<file path="src/rtl/uart_word_display.sv">
// Builds 16-bit words from UART bytes (high byte first) and shows the last
// word as four hex digits on a multiplexed, active-low seven-segment display.
//
// Ports:
//   clk, reset (async, active-low)
//   Rx_DATA[7:0], Rx_VALID, Rx_FERROR, Rx_PERROR : from the UART receiver
//   word[15:0], word_valid, err                  : assembled word and status
//   an3..an0                                     : digit anodes, active-low
//   a..g                                         : segment cathodes, active-low
module uart_word_display #(
    parameter int REFRESH_CYCLES = 50000,
    parameter int TIMEOUT_CYCLES = 500000
) (
    input  logic       clk,
    input  logic       reset,
    input  logic [7:0] Rx_DATA,
    input  logic       Rx_VALID,
    input  logic       Rx_FERROR,
    input  logic       Rx_PERROR,
    output logic [15:0] word,
    output logic       word_valid,
    output logic       err,
    output logic       an3,
    output logic       an2,
    output logic       an1,
    output logic       an0,
    output logic       a,
    output logic       b,
    output logic       c,
    output logic       d,
    output logic       e,
    output logic       f,
    output logic       g
);

    localparam int RW = $clog2(REFRESH_CYCLES);
    localparam int TW = $clog2(TIMEOUT_CYCLES);
    localparam logic [RW-1:0] REF_LAST = RW'(REFRESH_CYCLES - 1);
    localparam logic [TW-1:0] TMO_LAST = TW'(TIMEOUT_CYCLES - 1);

    // Segment order {a,b,c,d,e,f,g}, active-low
    localparam logic [6:0] SEG_DASH = 7'b1111110;
    localparam logic [6:0] SEG_ZERO = 7'b0000001;

    typedef enum logic {
        WAIT_HI,
        WAIT_LO
    } state_t;

    state_t          state, state_nx;
    logic [7:0]      hi_byte, hi_nx;
    logic [TW-1:0]   tmo_cnt, tmo_nx;
    logic [15:0]     word_nx;
    logic            wv_nx;
    logic            err_nx;
    logic            good;
    logic            evt;

    logic [RW-1:0]   ref_cnt;
    logic [1:0]      idx;
    logic [3:0]      nib;
    logic [3:0]      an_q, an_nx;
    logic [6:0]      seg_q, seg_nx;

    // Active-high pattern, {a,b,c,d,e,f,g}
    function automatic logic [6:0] hex7(input logic [3:0] n);
        logic [6:0] s;
        unique case (n)
            4'h0: s = 7'b1111110;
            4'h1: s = 7'b0110000;
            4'h2: s = 7'b1101101;
            4'h3: s = 7'b1111001;
            4'h4: s = 7'b0110011;
            4'h5: s = 7'b1011011;
            4'h6: s = 7'b1011111;
            4'h7: s = 7'b1110000;
            4'h8: s = 7'b1111111;
            4'h9: s = 7'b1111011;
            4'hA: s = 7'b1110111;
            4'hB: s = 7'b0011111;
            4'hC: s = 7'b1001110;
            4'hD: s = 7'b0111101;
            4'hE: s = 7'b1001111;
            4'hF: s = 7'b1000111;
        endcase
        return s;
    endfunction

    // An error flag on the bus overrides any simultaneous valid strobe
    assign evt  = Rx_FERROR | Rx_PERROR;
    assign good = Rx_VALID & ~evt;

    always_comb begin
        state_nx = state;
        hi_nx    = hi_byte;
        tmo_nx   = tmo_cnt;
        word_nx  = word;
        wv_nx    = 1'b0;
        err_nx   = err;
        unique case (state)
            WAIT_HI: begin
                if (evt) begin
                    err_nx = 1'b1;
                end else if (good) begin
                    hi_nx    = Rx_DATA;
                    tmo_nx   = '0;
                    state_nx = WAIT_LO;
                end
            end
            WAIT_LO: begin
                if (evt) begin
                    err_nx   = 1'b1;
                    state_nx = WAIT_HI;
                end else if (good) begin
                    // A byte on the expiry cycle still completes the word
                    word_nx  = {hi_byte, Rx_DATA};
                    wv_nx    = 1'b1;
                    err_nx   = 1'b0;
                    state_nx = WAIT_HI;
                end else if (tmo_cnt == TMO_LAST) begin
                    state_nx = WAIT_HI;
                end else begin
                    tmo_nx = tmo_cnt + 1'b1;
                end
            end
        endcase
    end

    always_ff @(posedge clk or negedge reset) begin
        if (!reset) begin
            state      <= WAIT_HI;
            hi_byte    <= '0;
            tmo_cnt    <= '0;
            word       <= '0;
            word_valid <= 1'b0;
            err        <= 1'b0;
        end else begin
            state      <= state_nx;
            hi_byte    <= hi_nx;
            tmo_cnt    <= tmo_nx;
            word       <= word_nx;
            word_valid <= wv_nx;
            err        <= err_nx;
        end
    end

    always_ff @(posedge clk or negedge reset) begin
        if (!reset) begin
            ref_cnt <= '0;
            idx     <= '0;
        end else if (ref_cnt == REF_LAST) begin
            ref_cnt <= '0;
            idx     <= idx + 1'b1;
        end else begin
            ref_cnt <= ref_cnt + 1'b1;
        end
    end

    always_comb begin
        nib   = word[3:0];
        an_nx = 4'b1110;
        unique case (idx)
            2'd0: begin nib = word[3:0];   an_nx = 4'b1110; end
            2'd1: begin nib = word[7:4];   an_nx = 4'b1101; end
            2'd2: begin nib = word[11:8];  an_nx = 4'b1011; end
            2'd3: begin nib = word[15:12]; an_nx = 4'b0111; end
        endcase
        seg_nx = err ? SEG_DASH : ~hex7(nib);
    end

    // Anodes and segments share one register stage so they switch together
    always_ff @(posedge clk or negedge reset) begin
        if (!reset) begin
            an_q  <= 4'b1110;
            seg_q <= SEG_ZERO;
        end else begin
            an_q  <= an_nx;
            seg_q <= seg_nx;
        end
    end

    assign {an3, an2, an1, an0} = an_q;
    assign {a, b, c, d, e, f, g} = seg_q;

endmodule

</file>
<file path="config.mk">
export PLATFORM = sky130hd
export DESIGN_NAME = uart_word_display
export DESIGN_NICKNAME = d
export VERILOG_FILES = /design/src/rtl/uart_word_display.sv
export SDC_FILE = /design/constraint.sdc
export NUM_CORES = 1
export LEC_CHECK = 0
export CAP_MARGIN = 25
export CORE_MARGIN = 2
export CORE_UTILIZATION = 58
export DETAILED_ROUTE_END_ITERATION = 12
export PLACE_DENSITY = 0.85
export SKIP_CTS_REPAIR_TIMING = 1
export SLEW_MARGIN = 20
export SYNTH_ARGS = -nofsm -noshare
export SYNTH_HDL_FRONTEND = slang
export SYNTH_SLANG_ARGS = --single-unit
export TNS_END_PERCENT = 50
</file>
<file path="constraint.sdc">
create_clock -name clk -period 4.5 [get_ports clk]
set_input_delay 0.45 -clock clk [delete_from_list [all_inputs] [get_ports clk]]
set_output_delay 0.45 -clock clk [all_outputs]
set_load 0.02 [all_outputs]
</file>
==> results of run 1 <==
cells in the mapped netlist (3+ instances only):
| cell | number | area [um2] |
|---|---|---|
| nor3_1 | 12 | 60.1 |
| dfrtp_1 | 71 | 1780 |
| o21ai_0 | 10 | 50.1 |
| a21oi_1 | 14 | 70.1 |
| nor2_1 | 29 | 109 |
| dfstp_2 | 4 | 105 |
| inv_1 | 11 | 41.3 |
| or2_2 | 3 | 18.8 |
| and4_1 | 3 | 26.3 |
| mux2i_1 | 5 | 50.1 |
| xnor2_1 | 16 | 140 |
| clkbuf_1 | 7 | 26.3 |
| xor2_1 | 5 | 43.8 |
| nor2b_1 | 4 | 25.0 |
| and3_1 | 10 | 62.6 |
| mux2_2 | 16 | 180 |
| a31oi_1 | 4 | 25.0 |
| nand4_1 | 6 | 37.5 |
| or3_1 | 3 | 18.8 |
| a222oi_1 | 3 | 30.0 |
| nand2_1 | 50 | 188 |
| nand3_1 | 9 | 45.0 |
| ha_1 | 9 | 113 |
power by group through the flow:
stage                     clock network, W  logic (W)  registers [W]
after global routing              0.000560   0.000309       0.000766
final                             0.000522   0.000284       0.000760
after CTS                         0.000531   0.000283       0.000760
after floorplan                          0   0.000119       0.000802
after global placement                   0   0.000268       0.000770
after detailed placement                 0   0.000281       0.000772
cell type report:
type / instances / area [um2] / area share
repair buffers: 43 / 435 / 0.104
multi-input cells: 238 / 1550 / 0.368
flip-flops and latches: 75 / 1880 / 0.447
well taps: 75 / 93.8 / 0.0223
inverters: 12 / 45.0 / 0.0107
clock buffers: 11 / 141 / 0.0336
clock inverters: 5 / 60.1 / 0.0143
state kept, by name (all words and copies together) (netlist names), 2 cells and up:
name / count
an_q: 4
hi_byte: 8
idx: 2
ref_cnt: 16
seg_q: 7
tmo_cnt: 19
word: 16
per-stage QoR:
| stage | power (W) | instances | cell area [um2] | worst slack, ns | hold WS [ns] |
|---|---|---|---|---|---|
| final | 0.00157 | 459 | 4210 | 1.67 | 0.0465 |
| after CTS | 0.00157 | 458 | 4190 | 1.71 | 0.259 |
| after global placement | 0.00104 | 442 | 3990 | 1.81 | 0.453 |
| after global routing | 0.00164 | 459 | 4210 | 1.56 | 0.0690 |
| after floorplan | 0.000921 | 333 | 3510 | 2.12 | 0.154 |
| after detailed placement | 0.00105 | 442 | 3990 | 1.72 | 0.462 |
routing by layer:
metal | GRT usage | up-vias
li1 | - | 1259
met1 | 0.313 | 1319
met2 | 0.397 | 75
met3 | 0.0736 | 10
met4 | 0.0767 | 0
met5 | 0 | -
critical path: cells and delay by family, from the launching register on:
family	cells	cell delay (ns)
multiplexers	1	0.60
AND/OR/NAND/NOR	1	0.28
buffers and inverters	1	0.13
adder cells (fa/ha/maj)	1	0.29
AO/OA/AOI/OAI	2	1.00
flip-flops	1	0.41
logic make-up after synthesis:
group / count (synthesis) / share of synthesized area
buffers and inverters: 20 / 0.0235
DFF: 75 / 0.536
xor gates and xnor gates: 21 / 0.0523
adders and majority gates: 9 / 0.0321
AOI/OAI and AO/OA: 42 / 0.0794
and+or+nand+nor: 144 / 0.205
muxes: 22 / 0.0719
worst paths after layout:
path / from / endpoint / slack, ns / depth (start not counted)
min in group clk: hi_byte[2]$_DFFE_PN0P_ / hi_byte[2]$_DFFE_PN0P_ / 0.48 / 2
hold reg to reg: hi_byte[2]$_DFFE_PN0P_ / hi_byte[2]$_DFFE_PN0P_ / 0.48 / 2
max in group asynchronous: reset / ref_cnt[13]$_DFF_PN0_ / 3.89 / 2
setup / recovery: idx[0]$_DFFE_PN0N_ / seg_q[3]$_DFF_PN0_ / 1.67 / 6
setup reg to reg: idx[0]$_DFFE_PN0N_ / seg_q[3]$_DFF_PN0_ / 1.67 / 6
hold / removal: reset / tmo_cnt[10]$_DFFE_PN0P_ / 0.05 / 1
==> results.json, run 1 <==
{
  "outcome": "complete, no violations",
  "power_frac_seq": 0.485,
  "yosys.cell_types.count": 48,
  "crit_path_start_kind": "register",
  "worst_pin_slew_ns": 1.04,
  "worstPathCellList": "inv_1 -> ha_1 -> a222oi_1 -> a21oi_1 -> mux4_2 -> or2_2",
  "most-common-layout-cells": "dfrtp_1 (71), nand2_1 (50), clkdlybuf4s50_1 (40), nor2_1 (29)",
  "rows": 28,
  "top_layer": "met4",
  "synth.cell_area_mm2": 0.00351,
  "grt_pass1_vias": 2686,
  "globalplace.congestion": 0.839,
  "vias": 2663,
  "cp.required_ns": 4.74,
  "cp_slowest_cell": "a21oi_1",
  "tritoncts": "done",
  "power.density_mw_per_mm2": 372,
  "wl_per_cell_um": 16.3,
  "rsz0062_at_grt": "false",
  "drtIter0Drc": 171,
  "clkSlewWorstSetupHoldPaths_ns": 0.08,
  "dieHeight_um": 81.8,
  "fill_cells": 401,
  "dp_hpwl_um": 4990,
  "synth_ff_type": "dfrtp_1",
  "ir_drop_mv": 0.252,
  "ys_seq_elements": 75,
  "synth_edf_count": 0,
  "areaGrowthSynthToFinish_pct": 19.7,
  "cp_max_fo": 13,
  "fin_crit_sh": 0.628,
  "final_common_cell": "dfrtp_1",
  "wl_um": 7500,
  "cap_viol_max_count": 0,
  "die_area_mm2": 0.00670,
  "setup_viol": 0,
  "synth_nets": 355,
  "pwr-share-comb": 0.182,
  "drtAntennaViolNets": 0,
  "finalSetupTns_ns": 0,
  "relSlewSlack": 0.309,
  "dr.pass1.iters": 4,
  "clk_latency_ns": 0.36,
  "h-tree-depth": 3,
  "clock_path_buffers": 2,
  "portBuffers": 41,
  "slew_viol_final": 0,
  "critPathMaxStageDelay_ns": 0.84,
  "initial_utilization": 0.597,
  "netSwitchingPower_w": 0.000440,
  "diodes": 0,
  "skew_ns": 0.00869,
  "min_period_ns": 2.83,
  "seq_area_frac_synth": 0.536,
  "fin_util": 0.715,
  "synth_area_per_cell_um2": 10.6,
  "synthCells": 333,
  "grt_max_degree": 76,
  "antenna_found_initial": 0,
  "clkSinkCount": 75,
  "fmax_mhz": 354,
  "wl_met3_um": 365,
  "final_nets": 401,
  "async_flop_share": 1.00,
  "critical_path_class": "register to register",
  "cp.arrival_ns": 3.07,
  "hold_class": "input pin to asynchronous set/reset pin",
  "numCtsBuffers": 9,
  "viasPerCell": 5.80,
  "finalHoldViolations": 0,
  "wl_met2_um": 3840,
  "grt_pass1_wl_um": 12200,
  "io_pins": 42,
  "grt_overflow": 0,
  "met1_length_um": 3200,
  "p_int_w": 0.00113,
  "clock_power_share": 0.333,
  "die_w_um": 81.8,
  "drc": 0,
  "cp-end-kind": "register",
  "core_area_mm2": 0.00589,
  "p_leak_nw": 1.88,
  "drive_gt1_frac": 0.133,
  "yosys_warnings": 0,
  "grt_use_total": 0.243,
  "p_sw_frac": 0.281,
  "cts-root-buf": "clkbuf_8"
}
Note: power is estimated with default switching activity, not from simulation.
==> run 2, diff against run 1 <==
--- a/config.mk
+++ b/config.mk
@@ -7,9 +7,9 @@
 export LEC_CHECK = 0
 export CAP_MARGIN = 25
 export CORE_MARGIN = 2
-export CORE_UTILIZATION = 58
+export CORE_UTILIZATION = 55
 export DETAILED_ROUTE_END_ITERATION = 12
-export PLACE_DENSITY = 0.85
+export PLACE_DENSITY = 0.82
 export SKIP_CTS_REPAIR_TIMING = 1
 export SLEW_MARGIN = 20
 export SYNTH_ARGS = -nofsm -noshare
==> constraint.sdc (replaced) <==
create_clock -name clk -period 2.7 [get_ports clk]
set_input_delay 0.27 -clock clk [delete_from_list [all_inputs] [get_ports clk]]
set_output_delay 0.27 -clock clk [all_outputs]
set_load 0.02 [all_outputs]
==> results.json, run 2 (synthesis gave the netlist of run 1 again) <==
{
  "cp.required_ns": 2.94,
  "grt.met1_usage": 0.281,
  "io_pins": 42,
  "cts-root-buf": "clkbuf_8",
  "dieHeight_um": 83.9,
  "global_route.usage.met3": 0.0742,
  "portBuffers": 41,
  "die_area_mm2": 0.00704,
  "setup_ws_ns": 0.0504,
  "final_nets": 414,
  "clk_latency_ns": 0.36,
  "cp_max_fo": 4,
  "power_frac_seq": 0.489,
  "hold_class": "input pin to register",
  "grt_use_total": 0.221,
  "wl_per_cell_um": 16.0,
  "netSwitchingPower_w": 0.000785,
  "grt_pass1_wl_um": 12400,
  "power.density_mw_per_mm2": 594,
  "numCtsBuffers": 9,
  "fin_util": 0.693,
  "drtAntennaViolNets": 0,
  "timing.hold.ws_ns": 0.473,
  "pre_cts_ws_ns": 0.0484,
  "min_period_ns": 2.65,
  "diodes": 0,
  "vias": 2710,
  "areaGrowthSynthToFinish_pct": 23.9,
  "worst_pin_slew_ns": 0.714,
  "grt_max_degree": 44,
  "fin_crit_sh": 0.981,
  "critical_path_class": "register to register",
  "regMostFlops": "tmo_cnt",
  "relSlewSlack": 0.524,
  "initial_utilization": 0.560,
  "pwr-share-comb": 0.202,
  "core_area_mm2": 0.00628,
  "dp.cells": 450,
  "grt_pass1_vias": 2593,
  "drtIter0Drc": 228,
  "h-tree-depth": 3,
  "clock_power_share": 0.309,
  "viasPerCell": 5.72,
  "tritoncts": "done",
  "finalSetupTns_ns": 0,
  "globalplace.congestion": 0.873,
  "clkSinkCount": 75,
  "slew_viol_final": 0,
  "dr.pass1.iters": 5,
  "p_leak_nw": 1.94,
  "top_regs": "tmo_cnt x19, ref_cnt x16, word x16",
  "wl_um": 7570,
  "cap_viol_max_count": 0,
  "outcome": "complete, no violations",
  "dp_hpwl_um": 5010,
  "clock_path_buffers": 2,
  "p_int_w": 0.00180,
  "fmax_mhz": 377,
  "cp-end-kind": "register",
  "finalHoldViolations": 0,
  "crit_path_start_kind": "register",
  "ir_drop_mv": 0.443,
  "most-common-layout-cells": "dfrtp_1 (70), nand2_1 (50), clkdlybuf4s50_1 (40), nor2_1 (29)",
  "clkSlewWorstSetupHoldPaths_ns": 0.09,
  "rows": 29,
  "final_common_cell": "dfrtp_1",
  "grtUsageMet2": 0.366,
  "drc": 0,
  "grt_overflow": 0,
  "p_sw_frac": 0.303,
  "skew_ns": 0.0114,
  "die_w_um": 83.9,
  "fin_cells": 474,
  "drive_gt1_frac": 0.179,
  "largest_reg_flops": 19,
  "cp.arrival_ns": 2.89,
  "setup_viol": 0,
  "gr-max-usage-layer": "met2",
  "antenna_found_initial": 0
}
==> run 2: cell types whose count changed in the layout (fill, tap and decap cells not counted), sizes merged <==
cell / change
buf: +12
bufinv: -1
clkbuf: -2
clkinv: +2
dlygate4sd3: +1
inv: +1
==> run 2: final cells by class <==
| cell class | count | area (um2) |
|---|---|---|
| flip-flops and latches | 75 | 1880 |
| fillers | 433 | 1930 |
| clock buffers | 9 | 124 |
| multi-input cells | 238 | 1610 |
| well taps | 77 | 96.3 |
| inverters | 12 | 45.0 |
| repair buffers | 56 | 533 |
| clock inverters | 7 | 62.6 |
==> run 2: metal layers <==
layer / vias to the layer above / share of wire
li1: 1278 / -
met1: 1324 / 0.42
met2: 98 / 0.51
met3: 10 / 0.058
met4: 0 / 0.016
met5: - / 0
==> run 2: final timing paths <==
check                                             from                      to  slack [ns]  cells past startpoint
worst min-delay path                        Rx_DATA[0]  hi_byte[0]$_DFFE_PN0P_        0.47                      3
worst max register to register      idx[0]$_DFFE_PN0N_      seg_q[3]$_DFF_PN0_        0.05                      8
worst max-delay path                idx[0]$_DFFE_PN0N_      seg_q[3]$_DFF_PN0_        0.05                      8
max in group asynchronous                        reset  tmo_cnt[5]$_DFFE_PN0P_        1.54                      3
worst min register to register  hi_byte[1]$_DFFE_PN0P_  hi_byte[1]$_DFFE_PN0P_        0.48                      2
min in group asynchronous                        reset  tmo_cnt[0]$_DFFE_PN0P_        0.49                      2
==> run 2: worst max-delay path, stage by stage, from the launching register on <==
cell and delay, ns:
dfrtp_1 0.44, inv_2 0.09, ha_4 0.17, a222oi_1 0.62, mux2i_4 0.18, buf_4 0.19, and2_1 0.15, mux4_2 0.46
or2_4 0.23
==> run 2: per-stage QoR <==
stage / instance area [um2] / power (W)
3_3_place_gp: 4040 / 0.00174
4_1_cts: 4230 / 0.00257
2_1_floorplan: 3510 / 0.00153
5_1_grt: 4350 / 0.00271
3_5_place_dp: 4040 / 0.00177
6_report: 4350 / 0.00259
==> run 2: power groups by stage <==
stage,clock [W],combinational [W],sequential (W)
2_1_floorplan,0,0.000198,0.00134
3_3_place_gp,0,0.000458,0.00128
3_5_place_dp,0,0.000479,0.00129
4_1_cts,0.000825,0.000481,0.00126
5_1_grt,0.000876,0.000560,0.00127
6_report,0.000800,0.000523,0.00126
